==> src/rtl/ps2_host_tx.sv <==
// PS/2 host-to-device transmitter: inhibits the bus, issues request-to-send, then clocks out a
// byte on device-generated clocks. Optional transaction watchdog under `PS2_TX_TIMEOUT_EN.
module ps2_host_tx #(
  parameter int unsigned CLK_FREQ_HZ = 50000000,
  parameter int unsigned INHIBIT_US  = 100,
  parameter int unsigned TIMEOUT_MS  = 15
) (
  input  logic       clk,
  input  logic       rst_n,
  input  logic [7:0] tx_data,
  input  logic       tx_valid,
  output logic       tx_ready,
  input  logic       ps2_clk_in,
  input  logic       ps2_data_in,
  output logic       ps2_clk_oe,
  output logic       ps2_data_oe,
  output logic       tx_done,
  output logic       tx_ack_err,
  output logic       tx_timeout
);

  localparam int unsigned InhibitCyc = (CLK_FREQ_HZ / 1000000) * INHIBIT_US;
  localparam int unsigned InhW       = (InhibitCyc > 1) ? $clog2(InhibitCyc) : 1;

  if (InhibitCyc == 0 || TIMEOUT_MS == 0) begin : gen_bad_params
    $error("ps2_host_tx: inhibit and timeout intervals must be non-zero");
  end

  typedef enum logic [2:0] {
    StIdle,
    StInhibit,
    StReq,
    StData,
    StAck,
    StWaitIdle,
    StFinish
  } state_e;

  state_e          state_q;
  logic [1:0]      clk_sync_q;
  logic [1:0]      data_sync_q;
  logic            clk_prev_q;
  logic [7:0]      shift_q;
  logic            parity_q;
  logic [3:0]      bit_cnt_q;
  logic [InhW-1:0] inh_cnt_q;
  logic            ack_err_q;
  logic            fe;

`ifdef PS2_TX_TIMEOUT_EN
  localparam int unsigned TimeoutCyc = TIMEOUT_MS * (CLK_FREQ_HZ / 1000);
  localparam int unsigned TimeoutW   = $clog2(TimeoutCyc + 1);
  logic [TimeoutW-1:0] to_cnt_q;
`endif

  assign fe       = clk_prev_q & ~clk_sync_q[1];
  assign tx_ready = (state_q == StIdle);

  always_ff @(posedge clk) begin
    if (!rst_n) begin
      state_q     <= StIdle;
      clk_sync_q  <= 2'b11;
      data_sync_q <= 2'b11;
      clk_prev_q  <= 1'b1;
      shift_q     <= '0;
      parity_q    <= 1'b0;
      bit_cnt_q   <= '0;
      inh_cnt_q   <= '0;
      ack_err_q   <= 1'b0;
      ps2_clk_oe  <= 1'b0;
      ps2_data_oe <= 1'b0;
      tx_done     <= 1'b0;
      tx_ack_err  <= 1'b0;
      tx_timeout  <= 1'b0;
`ifdef PS2_TX_TIMEOUT_EN
      to_cnt_q    <= '0;
`endif
    end else begin
      clk_sync_q  <= {clk_sync_q[0], ps2_clk_in};
      data_sync_q <= {data_sync_q[0], ps2_data_in};
      clk_prev_q  <= clk_sync_q[1];
      tx_done     <= 1'b0;
      tx_ack_err  <= 1'b0;
      tx_timeout  <= 1'b0;

      case (state_q)
        StIdle: begin
          ps2_clk_oe  <= 1'b0;
          ps2_data_oe <= 1'b0;
          if (tx_valid) begin
            shift_q    <= tx_data;
            parity_q   <= ~^tx_data;
            bit_cnt_q  <= '0;
            inh_cnt_q  <= '0;
            ps2_clk_oe <= 1'b1;
            state_q    <= StInhibit;
          end
        end
        StInhibit: begin
          // Start bit goes low in the same cycle the clock is released.
          if (inh_cnt_q == InhW'(InhibitCyc - 1)) begin
            ps2_clk_oe  <= 1'b0;
            ps2_data_oe <= 1'b1;
            state_q     <= StReq;
          end else begin
            inh_cnt_q <= inh_cnt_q + 1'b1;
          end
        end
        StReq: state_q <= StData;
        StData: begin
          if (fe) begin
            bit_cnt_q <= bit_cnt_q + 1'b1;
            if (bit_cnt_q < 4'd8) begin
              ps2_data_oe <= ~shift_q[0];
              shift_q     <= {1'b0, shift_q[7:1]};
            end else if (bit_cnt_q == 4'd8) begin
              ps2_data_oe <= ~parity_q;
            end else begin
              ps2_data_oe <= 1'b0;
              state_q     <= StAck;
            end
          end
        end
        StAck: begin
          if (fe) begin
            ack_err_q <= data_sync_q[1];
            state_q   <= StWaitIdle;
          end
        end
        StWaitIdle: begin
          if (clk_sync_q[1] && data_sync_q[1]) begin
            tx_done    <= ~ack_err_q;
            tx_ack_err <= ack_err_q;
            state_q    <= StFinish;
          end
        end
        // Pulse cycle; ready is only raised once the pulse has been seen.
        StFinish: begin
          ps2_clk_oe  <= 1'b0;
          ps2_data_oe <= 1'b0;
          state_q     <= StIdle;
        end
        default: state_q <= StIdle;
      endcase

`ifdef PS2_TX_TIMEOUT_EN
      if (state_q == StIdle) begin
        to_cnt_q <= '0;
      end else begin
        to_cnt_q <= to_cnt_q + 1'b1;
        if (state_q != StFinish && to_cnt_q == TimeoutW'(TimeoutCyc)) begin
          ps2_clk_oe  <= 1'b0;
          ps2_data_oe <= 1'b0;
          tx_timeout  <= 1'b1;
          state_q     <= StFinish;
        end
      end
`endif
    end
  end

endmodule
==> config.mk <==
export PLATFORM = sky130hd
export DESIGN_NAME = ps2_host_tx
export DESIGN_NICKNAME = d
export VERILOG_FILES = /design/src/rtl/ps2_host_tx.sv
export SDC_FILE = /design/constraint.sdc
export NUM_CORES = 1
export LEC_CHECK = 0
export CAP_MARGIN = 10
export CORE_MARGIN = 2
export CORE_UTILIZATION = 40
export DETAILED_ROUTE_END_ITERATION = 7
export PLACE_DENSITY = 0.67
export SETUP_SLACK_MARGIN = 0.1
export SYNTH_ARGS = -nofsm -noshare
export SYNTH_HDL_FRONTEND = slang
export SYNTH_SLANG_ARGS = --single-unit
==> constraint.sdc <==
create_clock -name clk -period 2.07 [get_ports clk]
set_input_delay 0.621 -clock clk [delete_from_list [all_inputs] [get_ports clk]]
set_output_delay 0.621 -clock clk [all_outputs]
set_load 0.1 [all_outputs]
# Word level (Yosys, flattened, before mapping)
# Index checks and enable logic that the tools add are counted.
[totals] ff_bits=39 latch_bits=0 ram_bits=0 romBits=0 inputBits=13 out_inout_bits=6 mem_count=0
[classes] add_sub_neg=2 mul=0 div=0 order_cmp=1 eq_ne=17 n_shift=0 n_mux=26 bitwise=5 reduce_logical=17
[op_table] cell="$mux 13" count=2
[op_table] cell="$pmux 13 s2" count=1
[op_table] cell="$mux 8" count=3
[op_table] cell="$mux 3" count=7
[op_table] cell="$ne 2x2->1 const B" count=9
[op_table] cell="$pmux 3 s6" count=1
[op_table] cell="$pmux 8 s2" count=1
[op_table] cell="$add 13x1->13 const B" count=1
[op_table] cell="$eq 13x13->1 const B" count=1
[op_table] cell="$reduce_and 3->1" count=4
[op_table] cell="$eq 3x3->1 const B" count=3
[op_table] cell="$mux 4" count=2
[op_table] cell="$pmux 4 s2" count=1
[op_table] cell="$reduce_xnor 8->1" count=1
[op_table] cell="$reduce_and 7->1" count=1
[op_table] cell="$eq 3x2->1 const B" count=2
[op_table] cell="$mux 1" count=6
[op_table] cell="$pmux 1 s3" count=2
[op_table] cell="$reduce_and 2->1" count=3
[op_table] cell="$reduce_bool 3->1" count=2
[op_table] cell="$add 4x1->4 const B" count=1
[op_table] cell="$eq 4x4->1 const B" count=1
[op_table] cell="$lt 4x4->1 const B" count=1
[op_table] cell="$not 1->1" count=4
[op_table] cell="7 further kinds" count=8

# Depth between registers and ports, before layout
# Gate-level depths: netlist of run 1.
[logic_depth] depth_word=5 mapped_depth=7

# Least setup slack after synthesis of run 1
# OpenSTA, ideal clock, no wires.
[synth_path] path_type="reg2out" start="register state_q[1]" end="output port tx_ready" t_arrival_ps=1946 setup_slack_ps=-497 stages_incl_launch_ff=4 path_buffers=1 cell_sequence="dfxtp_1 or2_1 buf_2 nor2_1"
[synth_between] elab_chain_len=1
[synth_rtl] element="start, declared" line_no="39" rtl="state_e state_q;"
[synth_rtl] element="start signal, assigned" line_no="61" rtl="state_q <= StIdle;"
[synth_rtl] element="start signal, assigned" line_no="96" rtl="state_q <= StInhibit;"
[synth_rtl] element="start signal, assigned" line_no="104" rtl="state_q <= StReq;"
[synth_rtl] element="$logic_not 3->1" line_no="57" rtl="assign tx_ready = (state_q == StIdle);"
[synth_rtl] element="end, declared" line_no="12" rtl="output logic tx_ready,"
# Every way passes these cells.

# Worst setup path after layout of run 1
# Ends and elaborated chain as after synthesis.

==> results by group, run 1 <==
Route
  • DR iter-0 viols: 114
  • Drt first pass iters: 4
  • Antenna Nets Post-Route: 0
  • Met3 routed WL: 102 µm
  • DR vias/cell: 5.16
  • Top Metal Used: met4
  • Wire per inst: 13.0 µm
  • Met2 wire length: 1970 µm
  • Wl on met1: 2090 µm
  • DRC viols: 0
  • Via count: 1681
  • Drt total wl: 4230 µm

STA
  • Fmax: 530 MHz
  • Setup-failing EPs final: 0
  • Final period util: 0.912
  • Final number of max-transition violations: 0
  • RSZ-0062 raised after global routing: no
  • Final min period: 1.89 ns
  • Final Hold Viols: 0
  • Final Skew: 0.00626 ns
  • Setup ws final: 0.182 ns
  • Setup TNS: 0 ns

Placement
  • GP Congestion: 0.843
  • Pre-CTS WS: -0.268 ns
  • IO buf count: 17
  • HPWL Detailed: 2920 µm

Critical path
  • FF-to-FF Start: state_q[0]$_SDFFE_PN0P_
  • Reg2reg path depth: 5
  • Critical R2R Capture: inh_cnt_q[11]$_SDFFE_PN0P_
  • CP max stage cell: dfxtp_2
  • FF-to-FF setup slack: 0.25 ns
  • Delay-heaviest family, CP: simple AND/OR/NAND/NOR gates
  • Critical Path AT: 1.27 ns
  • WP data required: 1.45 ns
  • Worst setup path category: reg -> out
  • CP peak stage delay: 0.38 ns
  • Worst Path Buf+Inv: 1
  • Crit path capture type: primary output
  • CP Cell Sequence: or2_4 > nor2_4 > buf_12
  • Worst Setup Start Kind: register
  • Worst-path maximum fanout: 9

Yosys
  • Avg Cell Area, Syn: 8.48 µm²
  • Mux cell area share after synthesis: 0.0456
  • Synth Area in Adders: 0.0190
  • Sequential share of the synthesized area: 0.395
  • Cell Area, Synth: 0.00198 mm²
  • Synth Instances: 233
  • EDFF count, synth: 0
  • Syn. warnings: 0
  • Largest family of logic cells by synthesized area: simple AND/OR/NAND/NOR gates
  • Async S/R FF share, synth: 0
  • Complex-gate fraction of the synthesized area: 0.161
  • Post-synth top flop: dfxtp_1
  • FF+latch count, synth: 39
  • Post-synthesis cell type count: 47
  • Post-Syn Nets: 249
  • Post-synthesis xor/xnor area fraction: 0.0443
  • Synth Area in Simple Gates: 0.284

Floorplan
  • Total core area: 0.00475 mm²
  • Die width: 74.3 µm
  • I/O pins: 19
  • FP Rows: 25
  • Die Height: 74.3 µm
  • Initial core utilization: 0.416
  • Die area: 0.00552 mm²

CTS
  • Root buffer cell: clkbuf_8
  • H-tree levels: 2
  • Hold_buf cts: 0
  • CTS tree: built
  • CTS Buf Count: 5
  • CTS Buffer Depth: 2
  • Latest clock arrival within the worst-skew pair: 0.30 ns
  • CTS sink cnt: 39
  • Reg clk slew, reported paths: 0.08 ns

Power and ir drop
  • Static leakage power: 0.920 nW
  • Max VDD drop: 0.423 mV
  • P per Cell Area: 759 mW/mm²
  • Tot Pwr: 1.88 mW

Worst hold path
  • Worst hold endpoint: clk_sync_q[1]$_SDFF_PN1_
  • Tightest Hold Check Type: reg -> reg
  • Hold_sp: clk_sync_q[0]$_SDFF_PN1_
  • Hold path depth: 1

Run
  • Max-cap violations: 0

Finish
  • # fillers: 484
  • Synth-to-layout area growth: 25.3%
  • Final #Nets: 274
  • Antenna diode count: 0
  • Layout cells sized above 1: 0.193

Global routing
  • All-Layer GR Usage: 0.169
  • First-pass GRT wire length: 7110 µm
  • Initial antenna violation count: 0
  • Vias in the first global route: 1572
  • Largest net degree at the start of global routing: 19
  • Overflow after GRT: 0

Status
  • Status: finished, final reports clean
-- metal layers --
layer  track usage  up-vias
met5             0        -
met3        0.0407        7
li1              -      862
met4        0.0813        0
met1         0.216      790
met2         0.269       22
-- kinds of logic (layout without fill, tap and decap cells) --
group,count (synthesis),after routing
and+or+nand+nor,106,106
other,1,1
AOI/OAI and AO/OA,46,46
DFF,39,39
buffers and inverters,19,45
adders and majority gates,3,3
muxes,9,9
xor gates and xnor gates,10,10
-- repair_timing --
action                     in CTS  in global routing
pin swaps                       1                  4
setup endpoints to repair       8                 11
setup buffers                   1                  2
gates resized for setup         3                  7
gates cloned                    0                  1
-- registers in the layout (all words and copies together), names as in the netlist --
register / cells
inh_cnt_q: 13
shift_q: 8
bit_cnt_q: 4
state_q: 3
clk_sync_q: 2
data_sync_q: 2
ack_err_q: 1
clk_prev_q: 1
parity_q: 1
ps2_clk_oe: 1
ps2_data_oe: 1
tx_ack_err: 1
tx_done: 1
-- power breakdown --
group | switching (mW) | total [mW] | internal [mW]
clock | 0.289 | 0.523 | 0.235
sequential | 0.0455 | 0.841 | 0.795
combinational | 0.287 | 0.516 | 0.229
total | 0.622 | 1.88 | 1.26
-- cells in the final DEF (no fill, tap or decap), types with 2 or more instances in the layout --
cell,instances
a211oi_1,4
a211oi_2,4
a21oi_1,11
a31oi_1,3
and2_1,2
and3_1,2
buf_12,6
buf_4,12
clkbuf_8,5
clkdlybuf4s50_1,11
clkinvlp_4,2
dfxtp_1,38
ha_1,3
inv_1,5
mux2i_1,9
nand2_1,19
nand2b_1,12
nand3_1,9
nand3b_1,2
nand4_1,6
nand4b_1,3
nor2_1,27
nor2_2,3
nor2_4,2
nor2b_1,2
nor3_1,4
o21ai_0,12
o221a_2,4
or3_1,3
xnor2_1,8
xor2_1,2
-- layout make-up --
cell class              count  area [µm²]  share of cell area
repair buffers             32         369               0.149
flip-flops and latches     39         782               0.316
well taps                  67        83.8              0.0339
inverters                   5        18.8             0.00758
clock buffers               5        68.8              0.0278
clock inverters             3        20.0             0.00808
multi-input cells         175        1130               0.458
-- stage by stage --
stage	instance area [µm²]	hold WS, ns	std cells	utilization
after floorplan	1980	0.386	233	-
after global placement	2310	0.393	315	0.486
after detailed placement	2310	0.397	315	0.486
after CTS	2420	0.417	324	0.509
after global routing	2480	0.436	326	0.521
final	2480	0.413	326	0.521
-- cell usage after synthesis, types with 2 or more instances --
master,instances,area share
nand2_1,19,0.036
dfxtp_1,39,0.40
xnor2_1,8,0.035
o21ai_0,12,0.030
nor2_2,3,0.0095
buf_4,2,0.0076
a31oi_1,3,0.0095
nand4_1,6,0.019
and2_1,4,0.013
nor3_1,4,0.010
nor2b_1,2,0.0063
nand3b_1,2,0.0076
inv_1,5,0.0095
ha_1,3,0.019
or3_1,3,0.0095
nand2b_1,12,0.038
mux2i_1,9,0.046
xor2_1,2,0.0089
a211oi_1,5,0.019
clkbuf_1,6,0.011
nand3_1,9,0.023
nor2_1,28,0.053
o221a_2,4,0.023
nand4b_1,3,0.013
and3_1,2,0.0063
a211oi_2,3,0.019
buf_2,5,0.013
a21oi_1,11,0.028
-- worst max-delay path by stage --
stage / slack (ns) / endpoint / startpoint / depth (start not counted)
6_report: 0.18 / tx_ready / state_q[1]$_SDFFE_PN0P_ / 3
3_5_place_dp: -0.27 / shift_q[6]$_SDFFE_PN0P_ / tx_valid / 7
4_1_cts: 0.10 / shift_q[6]$_SDFFE_PN0P_ / tx_valid / 7
2_1_floorplan: 0.23 / shift_q[3]$_SDFFE_PN0P_ / tx_valid / 7
3_3_place_gp: -0.23 / shift_q[2]$_SDFFE_PN0P_ / tx_valid / 7
5_1_grt: 0.13 / inh_cnt_q[11]$_SDFFE_PN0P_ / state_q[0]$_SDFFE_PN0P_ / 5
(Power assumes the default switching activity.)
==> inputs of run 2 (changes only) <==
--- a/config.mk
+++ b/config.mk
@@ -6,11 +6,14 @@
 export NUM_CORES = 1
 export LEC_CHECK = 0
 export CAP_MARGIN = 10
+export CORE_ASPECT_RATIO = 1.1
 export CORE_MARGIN = 2
 export CORE_UTILIZATION = 40
+export CTS_BUF_LIST = sky130_fd_sc_hd__clkbuf_16
 export DETAILED_ROUTE_END_ITERATION = 7
 export PLACE_DENSITY = 0.67
 export SETUP_SLACK_MARGIN = 0.1
+export SLEW_MARGIN = 30
 export SYNTH_ARGS = -nofsm -noshare
 export SYNTH_HDL_FRONTEND = slang
 export SYNTH_SLANG_ARGS = --single-unit
==> run 2 against run 1 <==
Compared with the run above:
- core utilization up 1.7 points
- worst setup slack better by 0.0090 ns
- clock-buffer cell count unchanged
- combinational power up 2%
- first-iteration DRC count shrank 39%
- sequential share of layout area is 0.78 points lower
- cell count down 3.1%
- critical endpoint unchanged
- largest power group is now clock
- highest routed layer unchanged
==> results by group, run 2 (same netlist as run 1, synthesis figures left out) <==
Finish
  • Core Util, Final: 0.537 (was 0.521)
  • Most flop-heavy register: inh_cnt_q (unchanged)
  • Largest register FFs: 13 (unchanged)
  • Post-route cell area: 0.00253 mm² (was 0.00248 mm²)
  • Most frequent cells in the layout: 39 x dfxtp_1, 27 x nor2_1, 19 x nand2_1 (was 38 x dfxtp_1, 27 x nor2_1, 19 x nand2_1)
  • Area of the multi-input gates: 0.00112 mm² (was 0.00113 mm²)
  • Synth-to-layout area growth: 28.3% (was 25.3%)
  • Storage element area: 781 µm² (was 782 µm²)
  • Layout cells sized above 1: 0.188 (was 0.193)
  • Most common cell after layout, fill and taps aside: dfxtp_1 (unchanged)
  • # fillers: 438 (was 484)
  • Layout Cells excl Fill: 316 (was 326)
  • Top Registers: inh_cnt_q: 13 flops, shift_q: 8 flops, bit_cnt_q: 4 flops (unchanged)
  • Antenna diode count: 0 (unchanged)
  • Final #Nets: 275 (was 274)

Critical path
  • Worst setup path startpoint: state_q[1]$_SDFFE_PN0P_ (unchanged)
  • Worst setup path category: reg -> out (unchanged)
  • Crit path capture type: primary output (unchanged)
  • Worst-path maximum fanout: 7 (was 9)
  • CP peak stage delay: 0.37 ns (was 0.38 ns)
  • CP Cell Sequence: or2_4 > nor2_4 > buf_12 (unchanged)
  • Critical Path AT: 1.26 ns (was 1.27 ns)
  • FF-to-FF Start: inh_cnt_q[0]$_SDFFE_PN0P_ (was state_q[0]$_SDFFE_PN0P_)
  • Worst Setup Start Kind: register (unchanged)
  • WP data required: 1.45 ns (about the same)
  • Delay-heaviest family, CP: simple AND/OR/NAND/NOR gates (unchanged)
  • Worst Path Buf+Inv: 1 (unchanged)
  • CP max stage cell: dfxtp_1 (was dfxtp_2)

Placement
  • HPWL Detailed: 3020 µm (was 2920 µm)
  • IO buf count: 17 (unchanged)
  • DP Cell Count: 304 (was 315)
  • Post-DP Area: 0.00230 mm² (was 0.00231 mm²)
  • GP Congestion: 0.812 (was 0.843)

STA
  • Final min period: 1.88 ns (was 1.89 ns)
  • RSZ-0062 raised after global routing: no (unchanged)
  • Hold_ws: 0.407 ns (was 0.413 ns)
  • Final Skew: 0.00539 ns (was 0.00626 ns)
  • Setup-failing EPs final: 0 (unchanged)
  • Setup TNS: 0 ns (unchanged)
  • Fmax: 532 MHz (was 530 MHz)
  • Final number of max-transition violations: 0 (unchanged)
  • Final period util: 0.908 (was 0.912)
  • Final Hold Viols: 0 (unchanged)

Global routing
  • Overflow after GRT: 0 (unchanged)
  • All-Layer GR Usage: 0.174 (was 0.169)
  • Vias in the first global route: 1724 (was 1572)
  • First-pass GRT wire length: 7760 µm (was 7110 µm)
  • Largest net degree at the start of global routing: 19 (unchanged)
  • Initial antenna violation count: 0 (unchanged)

Worst hold path
  • Tightest Hold Check Type: reg -> reg (unchanged)
  • Hold_sp: data_sync_q[0]$_SDFF_PN1_ (was clk_sync_q[0]$_SDFF_PN1_)

Floorplan
  • Die Height: 77.7 µm (was 74.3 µm)
  • I/O pins: 19 (unchanged)
  • Die width: 71.0 µm (was 74.3 µm)
  • Initial core utilization: 0.419 (was 0.416)
  • Die area: 0.00552 mm² (about the same)
  • Total core area: 0.00472 mm² (was 0.00475 mm²)
  • FP Rows: 26 (was 25)

Power and ir drop
  • P per Cell Area: 887 mW/mm² (was 759 mW/mm²)
  • Static leakage power: 0.962 nW (was 0.920 nW)
  • Max VDD drop: 0.577 mV (was 0.423 mV)

CTS
  • CTS sink cnt: 39 (unchanged)
  • CTS Buf Count: 5 (unchanged)
  • Latest clock arrival within the worst-skew pair: 0.28 ns (was 0.30 ns)
  • H-tree levels: 2 (unchanged)
  • CTS tree: built (unchanged)
  • Hold_buf cts: 0 (unchanged)
  • Reg clk slew, reported paths: 0.06 ns (was 0.08 ns)
  • CTS Buffer Depth: 2 (unchanged)
  • Root buffer cell: clkbuf_16 (was clkbuf_8)

Run
  • Max-cap violations: 0 (unchanged)

Status
  • Status: finished, final reports clean (unchanged)

Route
  • Drt total wl: 4460 µm (was 4230 µm)
  • Drt first pass iters: 4 (unchanged)
  • Wire per inst: 14.1 µm (was 13.0 µm)
  • Antenna Nets Post-Route: 0 (unchanged)
  • DRC viols: 0 (unchanged)
  • Via count: 1741 (was 1681)
  • DR vias/cell: 5.51 (was 5.16)
  • DR iter-0 viols: 70 (was 114)
## run 2: layer usage
layer  up-vias  wire [µm]  global-route usage
li1        874          -                   -
met1       828       2060               0.209
met2        30       2170               0.293
met3         9        153              0.0468
met4         0         81              0.0679
met5         -          0                   0
## run 2: path summary, 6_finish.rpt
| kind | endpoint | slack, ns | cells past startpoint |
|---|---|---|---|
| min reg2reg | data_sync_q[1]$_SDFF_PN1_ | 0.41 | 1 |
| max reg2reg | inh_cnt_q[12]$_SDFFE_PN0P_ | 0.25 | 6 |
| min | data_sync_q[1]$_SDFF_PN1_ | 0.41 | 1 |
| max | tx_ready | 0.19 | 3 |
## run 2: timing repair
item / 4_1_cts / 5_1_grt
pin swaps: 5 / 1
setup endpoints to repair: 8 / 3
endpoints found under the hold margin: 0 / 0
gates cloned: 1 / 0
buffers inserted: 2 / 1
resized for setup: 3 / 3
## run 2: final cells by class
class,count,share of cell area
clock buffers,5,0.0494
clock inverters,3,0.0173
inverters,5,0.00740
multi-input cells,175,0.442
flip-flops and latches,39,0.308
well taps,56,0.0276
repair buffers,33,0.149
## run 2: power breakdown
| part | switching (mW) | internal, mW |
|---|---|---|
| clock network | 0.317 | 0.568 |
| logic | 0.291 | 0.237 |
| registers | 0.0394 | 0.796 |
## run 2: worst reg2reg max path: stages (launching register included)
cell and delay, ns:
dfxtp_1 0.39, ha_1 0.25, nand3_1 0.18, nor2_1 0.30, nand4_1 0.15, or3_1 0.32
a31oi_1 0.16
## run 2: per-stage QoR
step	total power [mW]	worst slack, ns
global placement	1.33	-0.236
CTS	2.26	0.102
detailed placement	1.33	-0.276
global route	2.34	0.114
floorplan	1.18	0.231
finish	2.25	0.191
==> inputs of run 3 (changes only) <==
--- a/config.mk
+++ b/config.mk
@@ -6,12 +6,14 @@
 export NUM_CORES = 1
 export LEC_CHECK = 0
 export CAP_MARGIN = 10
+export CELL_PAD_IN_SITES_DETAIL_PLACEMENT = 1
+export CELL_PAD_IN_SITES_GLOBAL_PLACEMENT = 1
 export CORE_ASPECT_RATIO = 1.1
 export CORE_MARGIN = 2
-export CORE_UTILIZATION = 40
+export CORE_UTILIZATION = 42
 export CTS_BUF_LIST = sky130_fd_sc_hd__clkbuf_16
 export DETAILED_ROUTE_END_ITERATION = 7
-export PLACE_DENSITY = 0.67
+export PLACE_DENSITY = 0.86
 export SETUP_SLACK_MARGIN = 0.1
 export SLEW_MARGIN = 30
 export SYNTH_ARGS = -nofsm -noshare
==> run 3 against run 2 <==
Compared with the run above:
- critical endpoint unchanged
- wire length grew 23%
- core utilization grew 2.8 points
- register-to-register slack is essentially flat
- final area grew 2.4%
- worst setup slack lost 0.028 ns
- first-iteration DRC count shrank 14%
- critical path depth is the same
- highest routed layer unchanged
- hold slack gained 0.0076 ns
- via count grew 5.2%
==> results by group, run 3 (same netlist as run 1, synthesis figures left out) <==
Status
  • Status: finished, final reports clean (unchanged)

Power and ir drop
  • Switch Pwr: 0.684 mW (was 0.648 mW)
  • Max VDD drop: 0.592 mV (was 0.577 mV)
  • Seq pwr share: 0.361 (was 0.371)
  • Clock share of power: 0.387 (was 0.394)
  • P per Cell Area: 891 mW/mm² (was 887 mW/mm²)
  • Gate power share: 0.252 (was 0.235)
  • Static leakage power: 0.989 nW (was 0.962 nW)
  • Internal cell power: 1.63 mW (was 1.60 mW)
  • Switch share: 0.296 (was 0.288)

STA
  • Fmax: 524 MHz (was 532 MHz)
  • Hold_ws: 0.414 ns (was 0.407 ns)
  • Final period util: 0.921 (was 0.908)
  • Final Hold Viols: 0 (unchanged)
  • RSZ-0062 raised after global routing: yes (was no)
  • Final number of max-transition violations: 0 (unchanged)
  • Setup TNS: 0 ns (unchanged)
  • Setup-failing EPs final: 0 (unchanged)
  • Final min period: 1.91 ns (was 1.88 ns)
  • Setup ws final: 0.163 ns (was 0.191 ns)
  • Final Skew: 0.00645 ns (was 0.00539 ns)

CTS
  • CTS Buf Count: 5 (unchanged)
  • Reg clk slew, reported paths: 0.06 ns (about the same)
  • Root buffer cell: clkbuf_16 (unchanged)
  • Hold_buf cts: 0 (unchanged)
  • Latest clock arrival within the worst-skew pair: 0.28 ns (about the same)
  • H-tree levels: 2 (unchanged)
  • CTS Buffer Depth: 2 (unchanged)
  • CTS tree: built (unchanged)
  • CTS sink cnt: 39 (unchanged)

Finish
  • Core Util, Final: 0.566 (was 0.537)
  • Most common cell after layout, fill and taps aside: dfxtp_1 (unchanged)
  • Synth-to-layout area growth: 31.3% (was 28.3%)
  • Most frequent cells in the layout: 39 x dfxtp_1, 26 x nor2_1, 19 x nand2_1 (was 39 x dfxtp_1, 27 x nor2_1, 19 x nand2_1)
  • Antenna diode count: 0 (unchanged)
  • Top Registers: inh_cnt_q: 13 flops, shift_q: 8 flops, bit_cnt_q: 4 flops (unchanged)
  • Most flop-heavy register: inh_cnt_q (unchanged)
  • Post-route cell area: 0.00259 mm² (was 0.00253 mm²)
  • Largest register FFs: 13 (unchanged)
  • Final #Nets: 279 (was 275)
  • Layout cells sized above 1: 0.216 (was 0.188)
  • # fillers: 529 (was 438)

Route
  • DR vias/cell: 5.72 (was 5.51)
  • Drt total wl: 5480 µm (was 4460 µm)
  • Drt first pass iters: 4 (unchanged)
  • Via count: 1831 (was 1741)
  • Antenna Nets Post-Route: 0 (unchanged)
  • DRC viols: 0 (unchanged)
  • DR iter-0 viols: 60 (was 70)
  • Wire per inst: 17.1 µm (was 14.1 µm)

Global routing
  • All-Layer GR Usage: 0.219 (was 0.174)
  • Overflow after GRT: 0 (unchanged)
  • Initial antenna violation count: 0 (unchanged)
  • First-pass GRT wire length: 9380 µm (was 7760 µm)
  • Vias in the first global route: 2002 (was 1724)
  • Largest net degree at the start of global routing: 19 (unchanged)

Placement
  • HPWL Detailed: 3710 µm (was 3020 µm)
  • GP Congestion: 0.755 (was 0.812)
  • IO buf count: 17 (unchanged)
  • Pre-CTS WS: -0.299 ns (was -0.276 ns)
  • Post-DP Area: 0.00231 mm² (was 0.00230 mm²)

Floorplan
  • Initial core utilization: 0.431 (was 0.419)
  • Total core area: 0.00459 mm² (was 0.00472 mm²)
  • Die Height: 75.9 µm (was 77.7 µm)
  • I/O pins: 19 (unchanged)
  • Die area: 0.00527 mm² (was 0.00552 mm²)
  • Die width: 69.4 µm (was 71.0 µm)
  • FP Rows: 26 (unchanged)

Worst hold path
  • Hold path depth: 1 (unchanged)
  • Tightest Hold Check Type: reg -> reg (unchanged)

Critical path
  • Worst Setup Start Kind: register (unchanged)
  • Crit path capture type: primary output (unchanged)
  • Reg2reg path depth: 6 (unchanged)
  • WP data required: 1.45 ns (about the same)
  • Worst-path maximum fanout: 7 (unchanged)
  • Worst setup path category: reg -> out (unchanged)
  • Critical Path AT: 1.29 ns (was 1.26 ns)

Run
  • Max-cap violations: 0 (unchanged)
## run 3: worst paths after layout
kind,start,end,slack [ns]
min reg2reg,data_sync_q[0]$_SDFF_PN1_,data_sync_q[1]$_SDFF_PN1_,0.41
min,data_sync_q[0]$_SDFF_PN1_,data_sync_q[1]$_SDFF_PN1_,0.41
max reg2reg,inh_cnt_q[0]$_SDFFE_PN0P_,state_q[0]$_SDFFE_PN0P_,0.25
max,state_q[1]$_SDFFE_PN0P_,tx_ready,0.16
## run 3: power groups by stage
stage	Sequential, mW	Clock (mW)	Combinational [mW]
after floorplan	0.880	0	0.299
after global placement	0.847	0	0.493
after detailed placement	0.848	0	0.513
after CTS	0.834	0.908	0.584
after global routing	0.841	0.941	0.619
final	0.835	0.896	0.582
## run 3: per-stage QoR
stage	std cells	total power, mW
finish	320	2.31
global route	320	2.40
CTS	320	2.33
detailed placement	306	1.36
global placement	306	1.34
floorplan	233	1.18
## run 3: area by class of cell
class,count,area [µm²],share of cell area
Sequential cell,39,781,0.301
Multi-Input combinational cell,175,1150,0.442
Inverter,5,18.8,0.00723
Clock inverter,3,47.5,0.0183
Clock buffer,5,125,0.0482
Timing Repair Buffer,37,407,0.157
Tap cell,56,70.1,0.0270
## run 3: critical path, cell delays in order (launching register included)
cell and delay (ns):
dfxtp_1 0.38, or2_4 0.33, nor2_4 0.11, buf_12 0.18
## run 3: metal layers
metal,track usage,wire length [µm]
met1,0.250,2280
met5,0,0
met2,0.393,2960
met3,0.0559,167
met4,0.0745,72
## run 3: what timing repair did
action                                  in CTS  in global routing
endpoints found under the setup margin      11                  9
cloned                                       1                  0
resized for setup                            8                  3
pin swaps                                    4                  1
setup buffers                                5                  0
